`src/rtl/modul_scadere_pipeline.sv`:
```
// Pipelined unsigned subtractor: one WIDTH/STAGES-bit slice per stage, borrow rippled via stage registers.
// Optional SCADERE_SAT_EN: clamp diff to 0 in the last stage when the final borrow is set.
module modul_scadere_pipeline #(
   parameter int unsigned WIDTH  = 16,
   parameter int unsigned STAGES = 4
) (
   input  logic             clk,
   input  logic             rst_n,
   input  logic             in_valid,
   output logic             in_ready,
   input  logic [WIDTH-1:0] a,
   input  logic [WIDTH-1:0] b,
   output logic             out_valid,
   input  logic             out_ready,
   output logic [WIDTH-1:0] diff,
   output logic             borrow
);

   localparam int unsigned SW = WIDTH / STAGES;

   logic [STAGES-1:0] valid_q, valid_d;
   logic [STAGES-1:0] bo_q, bo_d;
   logic [WIDTH-1:0]  a_q [STAGES];
   logic [WIDTH-1:0]  a_d [STAGES];
   logic [WIDTH-1:0]  b_q [STAGES];
   logic [WIDTH-1:0]  b_d [STAGES];
   logic [WIDTH-1:0]  d_q [STAGES];
   logic [WIDTH-1:0]  d_d [STAGES];
   logic              adv;

   function automatic logic [SW:0] sub_slice(input logic [SW-1:0] x, input logic [SW-1:0] y,
                                              input logic bi);
      return {1'b0, x} - {1'b0, y} - {{SW{1'b0}}, bi};
   endfunction

   // A stall freezes every stage, bubbles included.
   assign adv      = out_ready | ~valid_q[STAGES-1];
   assign in_ready = adv;

   always_comb begin
      logic [SW:0] res;
      res        = sub_slice(a[SW-1:0], b[SW-1:0], 1'b0);
      valid_d[0] = in_valid;
      a_d[0]     = a;
      b_d[0]     = b;
      d_d[0]     = '0;
      d_d[0][SW-1:0] = res[SW-1:0];
      bo_d[0]    = res[SW];
      for (int unsigned k = 1; k < STAGES; k++) begin
         res        = sub_slice(a_q[k-1][k*SW +: SW], b_q[k-1][k*SW +: SW], bo_q[k-1]);
         valid_d[k] = valid_q[k-1];
         a_d[k]     = a_q[k-1];
         b_d[k]     = b_q[k-1];
         d_d[k]     = d_q[k-1];
         d_d[k][k*SW +: SW] = res[SW-1:0];
         bo_d[k]    = res[SW];
      end
`ifdef SCADERE_SAT_EN
      if (bo_d[STAGES-1]) d_d[STAGES-1] = '0;
`endif
   end

   always_ff @(posedge clk or negedge rst_n) begin
      if (!rst_n) begin
         valid_q <= '0;
         bo_q    <= '0;
         for (int unsigned k = 0; k < STAGES; k++) begin
            a_q[k] <= '0;
            b_q[k] <= '0;
            d_q[k] <= '0;
         end
      end else if (adv) begin
         valid_q <= valid_d;
         bo_q    <= bo_d;
         for (int unsigned k = 0; k < STAGES; k++) begin
            a_q[k] <= a_d[k];
            b_q[k] <= b_d[k];
            d_q[k] <= d_d[k];
         end
      end
   end

   assign out_valid = valid_q[STAGES-1];
   assign diff      = d_q[STAGES-1];
   assign borrow    = bo_q[STAGES-1];

endmodule

```
`config.mk`:
```
export PLATFORM = sky130hd
export DESIGN_NAME = modul_scadere_pipeline
export DESIGN_NICKNAME = d
export VERILOG_FILES = /design/src/rtl/modul_scadere_pipeline.sv
export SDC_FILE = /design/constraint.sdc
export NUM_CORES = 1
export LEC_CHECK = 0
export ABC_AREA = 1
export CORE_AREA = 2 2 90 92
export CTS_BUF_LIST = sky130_fd_sc_hd__clkbuf_4 sky130_fd_sc_hd__clkbuf_8 sky130_fd_sc_hd__clkbuf_16
export CTS_CLUSTER_SIZE = 10
export DETAILED_ROUTE_END_ITERATION = 10
export DIE_AREA = 0 0 92 94
export PLACE_DENSITY = 0.89
export SLEW_MARGIN = 40
export SYNTH_ARGS = -nofsm -noshare
export SYNTH_HDL_FRONTEND = slang
export SYNTH_SLANG_ARGS = --single-unit
```
`constraint.sdc`:
```
create_clock -name clk -period 3.8 [get_ports clk]
set_input_delay 0.57 -clock clk [delete_from_list [all_inputs] [get_ports clk]]
set_output_delay 0.57 -clock clk [all_outputs]
set_load 0.02 [all_outputs]
```
==> results of run 1 <==
## power by group through the flow
stage          Sequential [W]  Clock [W]  Combinational [W]
2_1_floorplan         0.00178          0            0.00121
3_3_place_gp          0.00168          0            0.00170
3_5_place_dp          0.00170          0            0.00184
4_1_cts               0.00169   0.000619            0.00187
5_1_grt               0.00174   0.000658            0.00216
6_report              0.00168   0.000610            0.00186
## metrics by stage
step	power [W]	instances	setup slack, ps
finish	0.00416	648	1370
floorplan	0.00299	494	2100
detailed placement	0.00355	633	1400
global placement	0.00339	633	1400
global route	0.00456	648	1350
CTS	0.00418	648	1390
## cells by family (layout without fill, tap and decap cells)
family / after synthesis / count (layout)
adder cells (fa/ha/maj): 29 / 29
flip-flops: 96 / 96
AO/OA/AOI/OAI: 62 / 62
buffers and inverters: 93 / 145
AND/OR/NAND/NOR: 211 / 211
XOR/XNOR: 3 / 3
## cell type report
cell class	instances	area (um^2)	share of cell area, %
Sequential cell	96	2400	46.8
Multi-Input combinational cell	305	1580	30.8
Timing Repair Buffer	57	572	11.1
Inverter	73	274	5.34
Tap cell	102	128	2.49
Clock buffer	9	124	2.41
Clock inverter	6	52.6	1.02
## how the worst max path moves through the flow
| stage | start | endpoint | cells past startpoint |
|---|---|---|---|
| after global placement | out_ready | in_ready | 4 |
| final | out_ready | in_ready | 4 |
| after global routing | out_ready | in_ready | 4 |
| after floorplan | bo_q[1] | bo_q[2] | 9 |
| after CTS | out_ready | in_ready | 4 |
| after detailed placement | out_ready | in_ready | 4 |
## worst register-to-register path, delay by kind of cell, from the launching register on
kind                       cells  cell delay [ps]
buffers and inverters          2              130
adders and majority gates      2              900
DFF                            1              330
and+or+nand+nor                5              400
## flip-flops by register name, indices dropped and copies added (netlist names)
register,flops
a_d,24
b_d,24
bo_q,4
valid_q,4
diff,16
d_d,24
## placed cells by master, fill, tap and decap left out, types with 2 or more instances in the layout
master / instances
a31oi_1: 3
buf_6: 3
clkbuf_8: 9
clkdlybuf4s50_1: 53
clkinvlp_4: 2
dfrtp_1: 96
fa_1: 7
ha_1: 22
inv_1: 72
inv_6: 2
nand2_1: 187
nand3_1: 14
nor2_1: 7
o21ai_0: 57
or2_2: 2
xnor2_1: 3
## layer usage
layer | vias to the layer above | global-route usage [%] | routed length [um]
met4 | 0 | 9.45 | 174
li1 | 1605 | - | -
met1 | 1463 | 28.4 | 3750
met5 | - | 0 | 0
met3 | 15 | 3.85 | 323
met2 | 82 | 33.3 | 3780
==> key figures, run 1 <==
Synth
  – Number of synthesized flops with an enable pin: 0
  – Ys Warns: 0
  – Count leader, synth: nand2_1
  – Sequential fraction of the synthesis area: between 50% and 60%
  – Adder-cell share of the synthesized area: 9.48%
  – Netlist cell types: 20
  – Cells after synthesis: a little under 500
  – Simple-Gate Fraction of Synth Area: about a fifth
  – Post-Syn Area: 4380 um^2
  – Seq cells post-synth: 96
  – Yosys top cell area share: between 50% and 60%
  – Async SR Flop Fraction: 100%
  – Synthesized net count: around 560
  – Largest family of logic cells by synthesized area: simple AND/OR/NAND/NOR gates
  – Fraction of synthesized area in multiplexers: 0%
  – Synth Area in Compound Gates: just over 7%
  – Post-synth top flop: dfrtp_1
  – Post-synth top cells: nand2_1 (187), dfrtp_1 (96), inv_1 (72), o21ai_0 (57), ha_1 (22)
  – Area leader, netlist: dfrtp_1
  – Synth top area cells: dfrtp_1 (55%), nand2_1 (16%), o21ai_0 (6.5%)
  – Mean post-synth cell area: between 8 and 9 um^2
  – Post-Synth XOR/XNOR Area: less than 1%

Place
  – Routability cong.: 0.801
  – Dpl hpwl: approximately 5300 um
  – Port bufs: 54
  – Area after DPL: between 4000 and 5000 um^2

STA
  – Worst Tran Pin Value: 652 ps
  – Final hold violation count: 0
  – RSZ-0062 raised after global routing: no
  – Max-slew violations: 0
  – Fmax: 0.412 GHz
  – Final setup fails: 0
  – Final period utilization: between 60% and 70%
  – Setup TNS Final: 0 ps
  – Clock skew: 11.3 ps
  – Fin crit period: roughly 2400 ps
  – Worst hold slack: between 200 and 250 ps
  – Slew headroom: a little under three fifths

Layout
  – Antenna Cells: 0
  – Layout fillers: 566
  – Final Cell Area: between 5000 and 6000 um^2
  – Final net count: roughly 610
  – Area Overhead vs Synth: 17.1%
  – Final Core Density: between 60 and 70%
  – Layout cells sized above 1: under 10%

Power
  – Logic gate share of total power: about 45%
  – Clock network power share: around 15%
  – Reg power frac: roughly 41%
  – Switching pwr: 0.00169 W
  – Net Sw Frac: just over 40%
  – Peak VDD IR: about 0.00034 V
  – Internal Power: 0.00247 W
  – Static leakage: 2.65 nW
  – Cell Pwr Density: 811 nW/um^2

Floorplan
  – Cell Rows: 32
  – Placeable Area: 7610 um^2
  – Initial core utilization: between 50% and 60%
  – Die width: approximately 90 um
  – Die area: 8650 um^2
  – I/O pin count: 55
  – Die Ht: 94 um

Detailed routing
  – Total Routed Length: 8040 um
  – Number of DRC markers in iteration 0: about 200
  – Post-DRT Antenna Nets: 0
  – Wire per inst: around 12 um
  – Via Count: ~3200
  – Via/cell ratio: 4.88
  – Total iterations of the first detailed-routing run: 4
  – # DRC: 0

Global route
  – GRT overflow: 0
  – Vias in the first global route: approximately 3100
  – Initial antenna violation count: 0
  – GRT Total Usage: approximately a fifth
  – Pin count of the biggest net entering global routing: 100
  – First-pass GRT wire length: between 10000 and 15000 um

Worst setup path
  – Crit path arrival time: ~1900 ps
  – Setup CP Type: in -> out
  – Reg-to-Reg End: bo_q[1]
  – Critical path data required time: ~3200 ps
  – Slowest CP cell: clkdlybuf4s50_1
  – Critical path, cell by cell: clkdlybuf4s50_1, nor2_4, inv_2, clkdlybuf4s50_1
  – Critical path peak fanout: 2
  – Critical path capture point type: primary output
  – WP buf/inv: 3
  – Crit path top cell by count: clkdlybuf4s50_1
  – CP max stage delay: roughly 620 ps
  – Worst reg-to-reg path cell count: 9
  – Worst r2r src: bo_q[0]
  – Type of origin of the critical path: input port
  – Worst R2R Setup Slack: 1930 ps
  – Crit-path leading delay family: buffers and inverters

Clock network
  – Clk sinks: between 90 and 100
  – Hold buffers post-CTS: 0
  – Post-cts resize count: 0
  – Setup Buffers After CTS: 0
  – CTS tree: done
  – Later-pin clock latency in the skew report: roughly 370 ps
  – Root buf cell: clkbuf_8
  – Clock Tree Buf Depth: 2
  – Clk pin slew, worst setup/hold paths: approximately 90 ps
  – Inserted Clock Buffers: 9
  – H-tree Lvls: 3

Run status
  – Outcome: finished, final reports clean

Flow run
  – Max-cap violations: 0

Min path
  – Tightest Hold Check Type: in -> async
Note: power is estimated with default switching activity, not from simulation.
==> inputs of run 2 (changes only) <==
CORE_AREA = 2 2 97 99   (was 2 2 90 92)
DIE_AREA = 0 0 99 101   (was 0 0 92 94)
PLACE_DENSITY = 0.82   (was 0.89)
clock period = 2 ns   (was 3.8 ns; I/O delays follow)
==> key figures, run 2 (synthesized netlist as in run 1, its figures left out) <==
Clock network
  – Clock Tree Buf Depth: 2 (unchanged)
  – H-tree Lvls: 3 (unchanged)
  – Clk pin slew, worst setup/hold paths: 90 ps (about the same)
  – Inserted Clock Buffers: 9 (unchanged)
  – Later-pin clock latency in the skew report: 360 ps (was 370 ps)
  – Root buf cell: clkbuf_8 (unchanged)
  – CTS tree: done (unchanged)
  – Clk sinks: 96 (unchanged)

STA
  – Fmax: 0.543 GHz
  – Clock skew: 10.9 ps (was 11.3 ps)
  – Fin crit period: approximately 1800 ps
  – RSZ-0062 raised after global routing: no (unchanged)
  – Slew headroom: 74.3% (was 56.6%)
  – Final setup fails: 0 (unchanged)
  – Worst Tran Pin Value: 385 ps (was 652 ps)
  – Setup TNS Final: 0 ps (unchanged)
  – Max-slew violations: 0 (unchanged)
  – Final period utilization: a little over 90%
  – Setup ws final: 160 ps (was 1370 ps)
  – Final hold violation count: 0 (unchanged)

Worst setup path
  – Type of origin of the critical path: flip-flop (was input port)
  – Worst reg-to-reg path cell count: 8 (was 9)
  – Setup CP Type: reg -> reg (was in -> out)
  – Reg-to-Reg End: diff[15] (was bo_q[1])
  – Critical path data required time: 2260 ps (was 3230 ps)
  – Crit path arrival time: 2100 ps (was 1860 ps)
  – Worst R2R Setup Slack: 160 ps (was 1930 ps)
  – Critical path capture point type: flip-flop (was primary output)
  – Worst r2r src: bo_q[2] (was bo_q[0])
  – Critical path peak fanout: 2 (unchanged)

Power
  – Peak VDD IR: 0.000522 V (was 0.000335 V)
  – Static leakage: 2.70 nW (was 2.65 nW)
  – Power Total: 0.00811 W (was 0.00416 W)
  – Cell Pwr Density: 1550 nW/um^2 (was 811 nW/um^2)

Layout
  – Multi-input gate area: 1580 um^2 (about the same)
  – Most common cell after layout, fill and taps aside: nand2_1 (unchanged)
  – Final Core Density: 58.4% (was 67.5%)
  – Reg area: 2400 um^2 (unchanged)
  – Layout fillers: 731 (was 566)
  – Most frequent cells in the layout: nand2_1 (187), dfrtp_1 (96), inv_1 (72) (unchanged)
  – Non-filler cells, final: 661 (was 648)
  – Area Overhead vs Synth: 19.7% (was 17.1%)
  – Layout cells sized above 1: 5.09% (was 4.21%)
  – Antenna Cells: 0 (unchanged)
  – Final net count: 610 (was 607)

Floorplan
  – Die width: 99 um (was 92 um)
  – Die area: 10000 um^2 (was 8650 um^2)
  – I/O pin count: 55 (unchanged)
  – Cell Rows: 35 (was 32)
  – Placeable Area: 8980 um^2 (was 7610 um^2)
  – Initial core utilization: 48.8% (was 57.6%)
  – Die Ht: 101 um (was 94 um)

Detailed routing
  – Number of DRC markers in iteration 0: 195 (unchanged)
  – Total iterations of the first detailed-routing run: 4 (unchanged)
  – Wire per inst: 12.1 um (was 12.4 um)
  – Via Count: 3200 (was 3165)
  – # DRC: 0 (unchanged)
  – Total Routed Length: 8000 um (was 8040 um)
  – Post-DRT Antenna Nets: 0 (unchanged)
  – Via/cell ratio: 4.84 (was 4.88)

Global route
  – First-pass GRT wire length: 14300 um (was 14200 um)
  – Pin count of the biggest net entering global routing: 100 (unchanged)
  – Vias in the first global route: 3179 (was 3130)
  – GRT Total Usage: 17.9% (was 20.9%)
  – GRT overflow: 0 (unchanged)
  – Initial antenna violation count: 0 (unchanged)

Place
  – Dpl ws: 93.0 ps (was 1400 ps)
  – Dpl hpwl: 5380 um (was 5300 um)
  – Port bufs: 54 (unchanged)
  – Routability cong.: 0.774 (was 0.801)
  – Placed Cells: 644 (was 633)

Flow run
  – Max-cap violations: 0 (unchanged)

Min path
  – Tightest Hold Check Type: in -> async (unchanged)

Run status
  – Outcome: finished, final reports clean (unchanged)
[run 2: cell types whose count changed in the layout (fill, tap and decap cells not counted), sizes merged]
cell / previous run / this run
bufinv: 0 / 1
clkdlybuf4s50: 53 / 52
inv: 76 / 75
clkinvlp: 2 / 1
clkbuf: 9 / 11
buf: 4 / 7
dlygate4sd3: 0 / 1
[run 2: metrics by stage]
step / hold WS (ps) / cell area (um^2)
floorplan: 4.41 / 4380
global route: 413 / 5240
CTS: 412 / 5240
finish: 399 / 5240
global placement: 241 / 5020
detailed placement: 249 / 5020
[run 2: final cells by class]
type                    instances  area share (%)
multi-input cells             305            30.2
inverters                      73            5.23
well taps                     111            2.65
repair buffers                 60            12.1
clock buffers                  11            2.89
clock inverters                 5            1.15
flip-flops and latches         96            45.8
[run 2: timing repair]
| action | CTS | global route |
|---|---|---|
| setup endpoints to repair | 0 | 1 |
| hold endpoints to repair | 27 | 0 |
| gates resized for setup | 0 | 1 |
| buffers inserted | 0 | 0 |
| hold buffers | 1 | 0 |
[run 2: worst max-delay path by stage]
stage,from,endpoint,slack (ps),depth (start not counted)
floorplan,bo_q[1],bo_q[2],300,9
global placement,a[0],bo_q[0],170,8
detailed placement,a[0],bo_q[0],90,8
CTS,bo_q[1],bo_q[2],150,10
global route,bo_q[0],bo_q[1],10,9
finish,bo_q[2],diff[15],160,8
[run 2: where the power goes]
group	internal [W]	total, W	switching [W]
logic	0.00150	0.00357	0.00208
clock network	0.000653	0.00133	0.000678
registers	0.00279	0.00321	0.000422
total	0.00494	0.00811	0.00318
[run 2: critical path: stages, from the launching register on]
cell     delay (ps)
dfrtp_1         350
inv_1            70
fa_1            560
inv_1            50
ha_1            160
o21ai_0         260
nand3_1         130
nand3_1         110
nand2_1          50
[run 2: per-layer routing]
metal  global-route usage, %  routed length, um  vias to the layer above
met2                    28.6               3690                       67
met5                       0                  0                        -
met4                    7.38                172                        0
li1                        -                  -                     1613
met3                    3.68                351                       15
met1                    24.0               3790                     1505
